$ cat src/rtl/fetch_unit.sv
// -----------------------------------------------------------------------------
// fetch_unit
//
// Program counter / fetch sequencer for the instruction ROM. It waits for
// Start, then steps through the program one instruction per non-stalled cycle.
// It takes branches selected by the decoder (BranchEn) and the ALU (CondFlag),
// and stops on the halt instruction (Ack) or at the top of the ROM.
//
// Optional build macro: FETCH_PERF_CNT_EN
//   When defined, the CycleCnt and TakenCnt performance counters are added.
//
// Ports:
//   Clk       in   system clock, rising edge
//   Reset     in   synchronous active-high reset
//   Start     in   begin execution (accepted in IDLE/DONE when not stalled)
//   Stall     in   freeze PC and state for this cycle
//   BranchEn  in   current instruction is a branch
//   CondFlag  in   ALU condition for the current instruction
//   Target    in   absolute branch target [PC_W]
//   Ack       in   current instruction is the halt encoding
//   ProgCtr   out  registered ROM address [PC_W]
//   Valid     out  ProgCtr addresses a live instruction (RUN)
//   Done      out  program finished, sticky until next accepted Start
//   CycleCnt  out  (optional) non-stalled RUN cycles, saturating [16]
//   TakenCnt  out  (optional) taken branches, saturating [16]
// -----------------------------------------------------------------------------
module fetch_unit #(
    parameter int PC_W       = 10,
    parameter int START_ADDR = 0
) (
    input  logic            Clk,
    input  logic            Reset,
    input  logic            Start,
    input  logic            Stall,
    input  logic            BranchEn,
    input  logic            CondFlag,
    input  logic [PC_W-1:0] Target,
    input  logic            Ack,
    output logic [PC_W-1:0] ProgCtr,
    output logic            Valid,
`ifdef FETCH_PERF_CNT_EN
    output logic [15:0]     CycleCnt,
    output logic [15:0]     TakenCnt,
`endif
    output logic            Done
);

    typedef enum logic [1:0] {
        S_IDLE = 2'd0,
        S_RUN  = 2'd1,
        S_DONE = 2'd2
    } state_t;

    localparam logic [PC_W-1:0] PC_START = PC_W'(START_ADDR);
    localparam logic [PC_W-1:0] PC_MAX   = {PC_W{1'b1}};

    state_t          state_reg, state_next;
    logic [PC_W-1:0] pc_reg, pc_next;
    logic            valid_reg, done_reg;
    logic            start_accept;
    logic            run_step;
    logic            branch_taken;

    always_comb begin
        state_next   = state_reg;
        pc_next      = pc_reg;
        start_accept = 1'b0;
        run_step     = 1'b0;
        branch_taken = 1'b0;

        // Stall freezes everything, including acceptance of Start.
        if (!Stall) begin
            case (state_reg)
                S_RUN: begin
                    run_step = 1'b1;
                    if (Ack) begin
                        state_next = S_DONE;
                    end else if (BranchEn && CondFlag) begin
                        // Taken branches win over the end-of-ROM stop.
                        pc_next      = Target;
                        branch_taken = 1'b1;
                    end else if (pc_reg == PC_MAX) begin
                        // No wrap: falling off the top of the ROM ends the program.
                        state_next = S_DONE;
                    end else begin
                        pc_next = pc_reg + 1'b1;
                    end
                end
                default: begin
                    if (Start) begin
                        start_accept = 1'b1;
                        state_next   = S_RUN;
                        pc_next      = PC_START;
                    end
                end
            endcase
        end
    end

    always_ff @(posedge Clk) begin
        if (Reset) begin
            state_reg <= S_IDLE;
            pc_reg    <= PC_START;
            valid_reg <= 1'b0;
            done_reg  <= 1'b0;
        end else begin
            state_reg <= state_next;
            pc_reg    <= pc_next;
            // Flags are registered alongside the state so outputs stay pure flops.
            valid_reg <= (state_next == S_RUN);
            done_reg  <= (state_next == S_DONE);
        end
    end

    assign ProgCtr = pc_reg;
    assign Valid   = valid_reg;
    assign Done    = done_reg;

`ifdef FETCH_PERF_CNT_EN
    logic [15:0] cycle_cnt_reg;
    logic [15:0] taken_cnt_reg;

    always_ff @(posedge Clk) begin
        if (Reset || start_accept) begin
            cycle_cnt_reg <= 16'd0;
            taken_cnt_reg <= 16'd0;
        end else begin
            if (run_step && (cycle_cnt_reg != 16'hFFFF))
                cycle_cnt_reg <= cycle_cnt_reg + 16'd1;
            if (branch_taken && (taken_cnt_reg != 16'hFFFF))
                taken_cnt_reg <= taken_cnt_reg + 16'd1;
        end
    end

    assign CycleCnt = cycle_cnt_reg;
    assign TakenCnt = taken_cnt_reg;
`endif

endmodule

$ cat config.mk
export PLATFORM = sky130hd
export DESIGN_NAME = fetch_unit
export DESIGN_NICKNAME = d
export VERILOG_FILES = /design/src/rtl/fetch_unit.sv
export SDC_FILE = /design/constraint.sdc
export NUM_CORES = 1
export LEC_CHECK = 0
export BUFFER_PORTS_ARGS = -buffer_cell sky130_fd_sc_hd__buf_2
export CORE_MARGIN = 5
export CORE_UTILIZATION = 49
export DETAILED_ROUTE_END_ITERATION = 6
export PLACE_DENSITY = 0.78
export RECOVER_POWER = 50
export SLEW_MARGIN = 40
export SYNTH_ARGS = -nofsm -noshare
export SYNTH_HDL_FRONTEND = slang
export SYNTH_SLANG_ARGS = --single-unit
$ cat constraint.sdc
create_clock -name Clk -period 2.5 [get_ports Clk]
set_input_delay 0 -clock Clk [delete_from_list [all_inputs] [get_ports Clk]]
set_output_delay 0 -clock Clk [all_outputs]
set_load 0.02 [all_outputs]
Word-level counts from Yosys, hierarchy flattened
Cells that the tools add are included.

operators by class
  add/subtract/negate cells = 1
  multiply operators = 0
  divide/modulo/power cells = 0
  magnitude comparators = 0
  equal/unequal tests = 6
  shift operators = 0
  mux-type cells = 11
  bitwise operators = 1
  reductions and logical operators = 3

operators by type and width
  cell                                                                   number
  10-bit two-way mux                                                     5
  2-bit two-way mux                                                      6
  10-bit by 1-bit adder with 10-bit output, second input constant        1
  10-bit equality test, second input constant                            1
  2-bit by 1-bit equality test with 1-bit output, second input constant  2
  4-bit AND reduction                                                    1
  3-bit inequality test, second input constant                           1
  2-bit equality test, second input constant                             1
  2-bit inequality test, second input constant                           1
  2-bit nonzero test                                                     1
  1-bit logical AND                                                      1
  1-bit NOT                                                              1

storage, ports and cells
  bits in registers = 14
  latch bits = 0
  RAM bits = 0
  memory bits (read-only) = 0
  memories kept = 0

Depth between registers and ports, before layout
Gate-level depths: netlist of run 1.

  depth after elaboration = 7
  depth in mapped cells = 7
  gate-level depth less buffers = 6

Worst setup path after synthesis of run 1
No wires, ideal clock.

  path type = reg-to-reg
  from = register pc_reg[0], in the netlist ProgCtr[0]
  to = register pc_reg[8], in the netlist ProgCtr[8]
  arrival time = 1826 ps
  data required time = 2430 ps
  slack = 603 ps
  stages on the path, launching flop included = 8
  buffers on the path = 1
  period minus slack after synthesis = 1897 ps
  cell sequence = dfxtp_1 -> ha_1 -> nand3_1 -> nor4_4 -> or4_4 -> buf_6 -> o32ai_2 -> o2bb2ai_1

on the way
  cells in the longest elaborated chain, start to end = 5
  elaborated cells between the ends (all ways) = 8
  those cells by class = add/sub: 1; eq/ne: 2; mux: 4; reduce/logical: 1

RTL lines
  what                                      line  source
  start: declaration                        58    logic [PC_W-1:0] pc_reg, pc_next;
  start signal: assignment                  108   pc_reg <= pc_next;
  10-bit by 1-bit adder with 10-bit output  86    pc_next = pc_reg + 1'b1;
  10-bit two-way mux                        82    end else if (pc_reg == PC_MAX) begin
  10-bit two-way mux                        78    end else if (BranchEn && CondFlag) begin
  10-bit two-way mux                        76    if (Ack) begin
  10-bit two-way mux                        73    case (state_reg)

Parallel ways exist; a longest one is shown, timed or not. The select of a mux whose other input is x is not followed.
A chain may end at the register's enable or synchronous reset.

Worst setup path in the final report of run 1
  from = register pc_reg[0], in the netlist ProgCtr[0]
  to = register pc_reg[3], in the netlist ProgCtr[3]

Same word-level chain as after synthesis.

==> impl_metrics.tcl, run 1 <==
set metrics [dict create \
    flip_flop_count_of_the_largest_register_after_layout 10 \
    post-dp-hpwl_um 1583 \
    number_of_cells_traversed_by_the_worst_register_to_register_path 7 \
    tritoncts "yes" \
    setup_viol 0 \
    cts_setup_buffers 0 \
    setup_slack_ns 0.6128 \
    max_fclk_mhz 529.9 \
    detailed_router_s_first_iteration_violation_count 24 \
    maximum_clock_skew_at_final_layout_ns 0.0006143 \
    clk-insertion-delay-late_ns 0.28 \
    synthArstFlopShare 0 \
    final_nets 148 \
    synth.yosys.seq_area_share 0.3168 \
    fin_crit_sh 0.7549 \
    muxShareOfSynthArea 0.02263 \
    worst_ir_drop_vdd_uv 263.2 \
    drt_pre_antenna_iters 4 \
    netlist_area_um2 884.6 \
    end_point_of_the_worst_hold_path "ProgCtr[1]$_SDFFE_PP0P_" \
    yosys-top-cells-area "sky130_fd_sc_hd__dfxtp_1 (32%), sky130_fd_sc_hd__a21oi_1 (6.8%), sky130_fd_sc_hd__buf_6 (5.1%), sky130_fd_sc_hd__nand3_1 (4.0%), sky130_fd_sc_hd__o2bb2ai_1 (4.0%)" \
    ys_ff_latch 14 \
    clkSinkCount 14 \
    cts_made_buffers 3 \
    r2r-start "ProgCtr[0]$_SDFFE_PP0P_" \
    synthMostInstantiatedCell "sky130_fd_sc_hd__dfxtp_1" \
    num_io_pins 29 \
    start_util 0.5123 \
    die_area_um2 2755 \
    num_antenna_cells 0 \
    yosys.cell_types.count 38 \
    drt.antenna.violating_nets 0 \
    chipWidth_um 52.49 \
    post_synth_inst_count 101 \
    min-delay-path-class "input pin to register" \
    global_route_usage_over_all_layers 0.1644 \
    r2r_end "ProgCtr[3]$_SDFFE_PP0P_" \
    route.detailed.drc 0 \
    drv_slew 0 \
    global_route_wire_length_before_repair_um 3408 \
    fin_tns_setup_ns 0 \
    vias_in_the_first_global_route 757 \
    core_area_um2 1727 \
    finalHoldViolations 0 \
    routabilityCongestion 0.8555 \
    cts.hold.buffers_added 2 \
    die_h_um 52.49 \
    yosys_most_used_dff "sky130_fd_sc_hd__dfxtp_1" \
    cp.required_ns 2.70 \
    worst-path-max-fanout 11 \
    power.leakage_nw 0.3713 \
    grt_max_degree 16 \
    synth_fp_nets 119 \
    post_route_cells_drive_above_1_share 0.2500 \
    viasPerCell 5.627 \
    worst_case_clock_buffer_depth 2 \
    worst-r2r-setup-slack_ns 0.61 \
    worst_slew_margin 0.7115 \
    antenna_found_initial 0 \
    grt_setup_unrepaired "false" \
    timing.critical_path.arrival_ns 2.09 \
    globalRouteOverflowTotal 0 \
    worst-slew-pin-transition_ns 0.4319 \
    finalWirelength_um 2179 \
    power_density_nw_per_um2 425.4 \
    count_of_flip_flops_with_a_built_in_enable_after_synthesis 0 \
    synth-compound-area-share 0.3027 \
    synth_top_family_by_area "compound AO/OA/AOI/OAI gates" \
    vias 861 \
    setup.worst_path.class "register to register" \
    whs_path_depth 3 \
    holdWs_ns 0.003831 \
    layout-area-overhead-vs-synth_pct 16.69 \
    yosys_warnings 0 \
    postSynthAreaPerCell_um2 8.758 \
    yosys-top-cells-count "sky130_fd_sc_hd__dfxtp_1 (14), sky130_fd_sc_hd__a21oi_1 (12), sky130_fd_sc_hd__nand2_1 (9)" \
    synth_largest_type_area_fraction 0.3168 \
    synth_fa_ha_area_frac 0.01414 \
    final_std_cell_area_no_fill_um2 1032 \
    routed_wire_length_per_instance_um 14.24 \
    numPortBuffers 28 \
    finalWorstPathRequiredPeriod_ns 1.887 \
    hold_path.startpoint "Target[1]" \
    dpl_cell_area_um2 1005 \
    start_kind "register" \
    cts.repair.resized 0 \
    clk_pin_slew_worst_paths_ns 0.08 \
    worst_setup_path_end_kind "register" \
    yosys.area_share.xor_xnor 0.009901 \
    synth_top_cell_by_area "sky130_fd_sc_hd__dfxtp_1" \
    placement_row_count 15 \
    synth_simple_gate_area_frac 0.2376 \
    dp_worst_setup_slack_ns 0.6170 \
    clockRootBuffer "sky130_fd_sc_hd__clkbuf_4" \
    status "completed" \
    layout.core_utilization 0.5978 \
    cts_max_level 1 \
    cap_violations 0 \
]
[area by class of cell]
class                           count  area (µm²)
Inverter                            5       18.77
Clock buffer                        3       22.52
Fill cell                         172       694.4
Sequential cell                    14       280.3
Timing Repair Buffer               32       160.2
Tap cell                           25       31.28
Multi-Input combinational cell     74       519.2
[metal layers]
metal	up-vias	part of all wire	global-route usage
met4	0	0.018	0.06383
met5	-	0	0
met1	389	0.45	0.2142
met3	5	0.059	0.03704
met2	33	0.47	0.2603
li1	434	-	-
[worst max-delay path, cell delays in order (launching register included)]
cell and delay (ns):
sky130_fd_sc_hd__dfxtp_1 0.35, sky130_fd_sc_hd__ha_1 0.29, sky130_fd_sc_hd__nand3_1 0.16, sky130_fd_sc_hd__nor4_4 0.06
sky130_fd_sc_hd__a211oi_2 0.40, sky130_fd_sc_hd__buf_4 0.26, sky130_fd_sc_hd__a21oi_1 0.08, sky130_fd_sc_hd__a211oi_1 0.21
[report_power, final]
group / internal [mW] / leakage (nW) / switching (mW)
clock network: 0.0559 / 0.0138 / 0.0721
logic: 0.0317 / 0.244 / 0.0440
registers: 0.229 / 0.113 / 0.00671
[cells by family (layout without fill, tap and decap cells)]
logic type | Yosys count | in the layout
adder cells (fa/ha/maj) | 1 | 1
AO/OA/AOI/OAI | 36 | 36
XOR/XNOR | 1 | 1
flip-flops | 14 | 14
multiplexers | 2 | 2
AND/OR/NAND/NOR | 34 | 34
buffers and inverters | 13 | 40
[per-stage QoR]
step	instances	power (mW)
2_1_floorplan	101	0.2924
3_3_place_gp	148	0.3118
3_5_place_dp	148	0.3140
4_1_cts	153	0.4405
5_1_grt	153	0.4586
6_report	153	0.4391
[placed cells by master, fill, tap and decap left out, types with 2 or more instances in the layout]
| cell | instances |
|---|---|
| sky130_fd_sc_hd__o221ai_1 | 2 |
| sky130_fd_sc_hd__clkbuf_1 | 12 |
| sky130_fd_sc_hd__nand2_1 | 9 |
| sky130_fd_sc_hd__a21oi_1 | 12 |
| sky130_fd_sc_hd__buf_2 | 16 |
| sky130_fd_sc_hd__nor3_1 | 2 |
| sky130_fd_sc_hd__clkbuf_4 | 3 |
| sky130_fd_sc_hd__o21ai_0 | 3 |
| sky130_fd_sc_hd__a211oi_2 | 2 |
| sky130_fd_sc_hd__o31ai_1 | 2 |
| sky130_fd_sc_hd__nand3_1 | 7 |
| sky130_fd_sc_hd__buf_4 | 2 |
| sky130_fd_sc_hd__inv_1 | 5 |
| sky130_fd_sc_hd__o2bb2ai_1 | 4 |
| sky130_fd_sc_hd__dfxtp_1 | 14 |
| sky130_fd_sc_hd__dlygate4sd3_1 | 2 |
| sky130_fd_sc_hd__mux2i_1 | 2 |
| sky130_fd_sc_hd__or3_1 | 2 |
| sky130_fd_sc_hd__a211oi_1 | 3 |
| sky130_fd_sc_hd__nor2_1 | 5 |
[worst max-delay path by stage]
stage                                 start                      end  slack [ns]
floorplan           ProgCtr[0]$_SDFFE_PP0P_  ProgCtr[8]$_SDFFE_PP0P_        0.60
global placement    ProgCtr[0]$_SDFFE_PP0P_  ProgCtr[8]$_SDFFE_PP0P_        0.69
detailed placement  ProgCtr[0]$_SDFFE_PP0P_  ProgCtr[3]$_SDFFE_PP0P_        0.62
CTS                 ProgCtr[0]$_SDFFE_PP0P_  ProgCtr[3]$_SDFFE_PP0P_        0.61
global route        ProgCtr[0]$_SDFFE_PP0P_  ProgCtr[5]$_SDFFE_PP0P_        0.48
finish              ProgCtr[0]$_SDFFE_PP0P_  ProgCtr[3]$_SDFFE_PP0P_        0.61
(Power assumes the default switching activity.)
==> inputs of run 2 (changes only) <==
--- a/config.mk
+++ b/config.mk
@@ -5,11 +5,12 @@
 export SDC_FILE = /design/constraint.sdc
 export NUM_CORES = 1
 export LEC_CHECK = 0
+export ABC_AREA = 1
 export BUFFER_PORTS_ARGS = -buffer_cell sky130_fd_sc_hd__buf_2
 export CORE_MARGIN = 5
-export CORE_UTILIZATION = 49
+export CORE_UTILIZATION = 45
 export DETAILED_ROUTE_END_ITERATION = 6
-export PLACE_DENSITY = 0.78
+export PLACE_DENSITY = 0.74
 export RECOVER_POWER = 50
 export SLEW_MARGIN = 40
 export SYNTH_ARGS = -nofsm -noshare
==> constraint.sdc (replaced) <==
create_clock -name Clk -period 1.5 [get_ports Clk]
set_input_delay 0 -clock Clk [delete_from_list [all_inputs] [get_ports Clk]]
set_output_delay 0 -clock Clk [all_outputs]
set_load 0.02 [all_outputs]
==> run 2 against run 1 <==
Compared with the run above: fmax increased by 33%; critical path type unchanged; synthesized cell count grew 59%; flip-flop and latch count unchanged; hold slack gained 0.051 ns; critical path depth increased by 1; register-to-register slack lost 0.53 ns; sequential power up 74%; core utilization is 0.84 points lower; sequential share of layout area fell by 4.6 points.
==> impl_metrics.tcl, run 2 <==
set metrics [dict create \
    status "completed" \
    max_fclk_mhz 705.5 \
    detailed_router_s_first_iteration_violation_count 35 \
    number_of_cells_traversed_by_the_worst_register_to_register_path 8 \
    fin_tns_setup_ns 0 \
    num_antenna_cells 0 \
    post-dp-hpwl_um 2009 \
    placement_row_count 17 \
    yosys-top-cells-count "sky130_fd_sc_hd__nand2_1 (41), sky130_fd_sc_hd__nor2_1 (28), sky130_fd_sc_hd__nand3_1 (19)" \
    numPortBuffers 28 \
    fin_crit_sh 0.9449 \
    grt_max_degree 19 \
    antenna_found_initial 0 \
    yosys.cell_types.count 23 \
    yosys-top-cells-area "sky130_fd_sc_hd__dfxtp_1 (28%), sky130_fd_sc_hd__nand2_1 (16%), sky130_fd_sc_hd__nor2_1 (11%), sky130_fd_sc_hd__nand3_1 (9.6%), sky130_fd_sc_hd__inv_1 (5.7%)" \
    holdWs_ns 0.05452 \
    power.leakage_nw 0.5664 \
    clk_pin_slew_worst_paths_ns 0.10 \
    synth_top_cell_by_area "sky130_fd_sc_hd__dfxtp_1" \
    cap_violations 0 \
    count_of_flip_flops_with_a_built_in_enable_after_synthesis 0 \
    global_route_wire_length_before_repair_um 4636 \
    maximum_clock_skew_at_final_layout_ns 0.006729 \
    most_frequent_cells_in_the_layout "sky130_fd_sc_hd__nand2_1 (40), sky130_fd_sc_hd__nor2_1 (28), sky130_fd_sc_hd__nand3_1 (18), sky130_fd_sc_hd__buf_2 (18), sky130_fd_sc_hd__inv_1 (15)" \
    clockRootBuffer "sky130_fd_sc_hd__clkbuf_4" \
    hold_path.startpoint "Ack" \
    clkSinkCount 14 \
    routabilityCongestion 0.8507 \
    yosys_most_used_dff "sky130_fd_sc_hd__dfxtp_1" \
    num-fill-cells 219 \
    ys_ff_latch 14 \
    worst_ir_drop_vdd_uv 520.5 \
    vias 1171 \
    globalRouteOverflowTotal 0 \
    critical_path.startpoint "ProgCtr[0]$_SDFFE_PP0P_" \
    synth_fp_nets 179 \
    routed_wire_length_per_instance_um 12.82 \
    synthMostInstantiatedCell "sky130_fd_sc_hd__nand2_1" \
    worst_slew_margin 0.6923 \
    drv_slew 0 \
    postSynthAreaPerCell_um2 6.132 \
    drt.antenna.violating_nets 0 \
    endpoint "ProgCtr[5]$_SDFFE_PP0P_" \
    yosys_warnings 0 \
    synthArstFlopShare 0 \
    viasPerCell 5.228 \
    worst_setup_path_end_kind "register" \
    netlist_area_um2 987.2 \
    timing.critical_path.arrival_ns 1.60 \
    synth_largest_type_area_fraction 0.2839 \
    setup.worst_path.class "register to register" \
    flip_flop_count_of_the_largest_register_after_layout 10 \
    drt_pre_antenna_iters 4 \
    worst-slew-pin-transition_ns 0.4611 \
    tritoncts "yes" \
    setup_viol 0 \
    vias_in_the_first_global_route 1085 \
    finalWirelength_um 2871 \
    start_kind "register" \
    synth.yosys.seq_area_share 0.2839 \
    layout-area-overhead-vs-synth_pct 28.26 \
    route.detailed.drc 0 \
    core_area_um2 2148 \
    cts.hold.buffers_added 0 \
    die_area_um2 3230 \
    worst-r2r-setup-slack_ns 0.08 \
    cts_made_buffers 3 \
    post_synth_inst_count 161 \
    final_nets 215 \
    min-delay-path-class "input pin to register" \
    num_io_pins 29 \
    mostFrequentLayoutCell "sky130_fd_sc_hd__nand2_1" \
    grt_setup_unrepaired "false" \
    power_density_nw_per_um2 717.3 \
    global_route_usage_over_all_layers 0.1795 \
    start_util 0.4595 \
    cts_max_level 1 \
    finalHoldViolations 0 \
    cp.required_ns 1.69 \
    r2r-start "ProgCtr[0]$_SDFFE_PP0P_" \
    finalWorstPathRequiredPeriod_ns 1.417 \
    r2r_end "ProgCtr[5]$_SDFFE_PP0P_" \
    post_route_cells_drive_above_1_share 0.2755 \
    die_h_um 56.84 \
    clk-insertion-delay-late_ns 0.30 \
    chipWidth_um 56.84 \
    worst_case_clock_buffer_depth 2 \
    worst-path-max-fanout 6 \
]
-- run 2: changes by cell type in the layout (fill, tap and decap cells not counted), sizes merged, moves of 4 or more --
cell     before  now
a211oi        5    0
nand3         7   21
nand2        10   48
nor2          5   32
a21oi        12    8
o21ai         3    9
buf          18   24
inv           5   18
o2bb2ai       4    0
-- run 2: through the flow --
stage	power [mW]	area [µm²]	setup WS, ns	util	cells
after floorplan	0.5502	989.7	0.06757	-	161
after global placement	0.6099	1177	0.08450	0.5480	218
after detailed placement	0.6145	1177	0.002491	0.5480	218
after CTS	0.8998	1221	0.05480	0.5684	222
after global routing	0.9592	1266	0.02560	0.5894	224
final	0.9083	1266	0.08258	0.5894	224
-- run 2: how the worst min path moves through the flow --
stage	endpoint	slack [ns]	cells past startpoint
final	ProgCtr[0]$_SDFFE_PP0P_	0.05	4
after global placement	ProgCtr[0]$_SDFFE_PP0P_	0.33	4
after floorplan	ProgCtr[1]$_SDFFE_PP0P_	0.06	1
after global routing	ProgCtr[3]$_SDFFE_PP0P_	0.06	2
after CTS	ProgCtr[0]$_SDFFE_PP0P_	0.03	4
after detailed placement	ProgCtr[0]$_SDFFE_PP0P_	0.34	4
-- run 2: repair_timing --
action,CTS,global route
gates cloned,0,1
endpoints found under the setup margin,1,10
setup buffers,0,1
resized for setup,1,9
pin swaps,0,3
-- run 2: final cells by class --
class	count	area, µm²	share of cell area
clock buffers	4	36.28	0.02866
inverters	18	67.56	0.05336
multi-input cells	126	665.6	0.5257
flip-flops and latches	14	285.3	0.2253
well taps	28	35.03	0.02767
repair buffers	34	176.4	0.1393
-- run 2: cell families (layout without fill, tap and decap cells) --
kind of cell,count (synthesis),after routing,share of synthesized area
AOI/OAI and AO/OA,18,18,0.1052
adders and majority gates,1,1,0.01267
buffers and inverters,22,56,0.09378
DFF,14,14,0.2839
and+or+nand+nor,106,107,0.5044
-- run 2: layer usage --
layer | track usage | share of wire
met5 | 0 | 0
met2 | 0.3086 | 0.51
met3 | 0.04598 | 0.055
met4 | 0.05960 | 0.022
met1 | 0.2155 | 0.41
-- run 2: where the power goes --
group / internal (mW) / total (mW) / switching [mW] / leakage (nW)
Sequential: 0.388 / 0.408 / 0.0197 / 0.115
Clock: 0.148 / 0.292 / 0.144 / 0.0210
Combinational: 0.0710 / 0.209 / 0.138 / 0.430
Total: 0.607 / 0.908 / 0.301 / 0.566
-- run 2: worst max-delay path, stage by stage (launching register included) --
cell                      delay (ns)
sky130_fd_sc_hd__dfxtp_4        0.38
sky130_fd_sc_hd__ha_4           0.13
sky130_fd_sc_hd__nand2_2        0.08
sky130_fd_sc_hd__nor2_4         0.19
sky130_fd_sc_hd__nand4_4        0.13
sky130_fd_sc_hd__nand3_2        0.21
sky130_fd_sc_hd__nand2_1        0.07
sky130_fd_sc_hd__nand2_1        0.07
sky130_fd_sc_hd__nor2_1         0.04
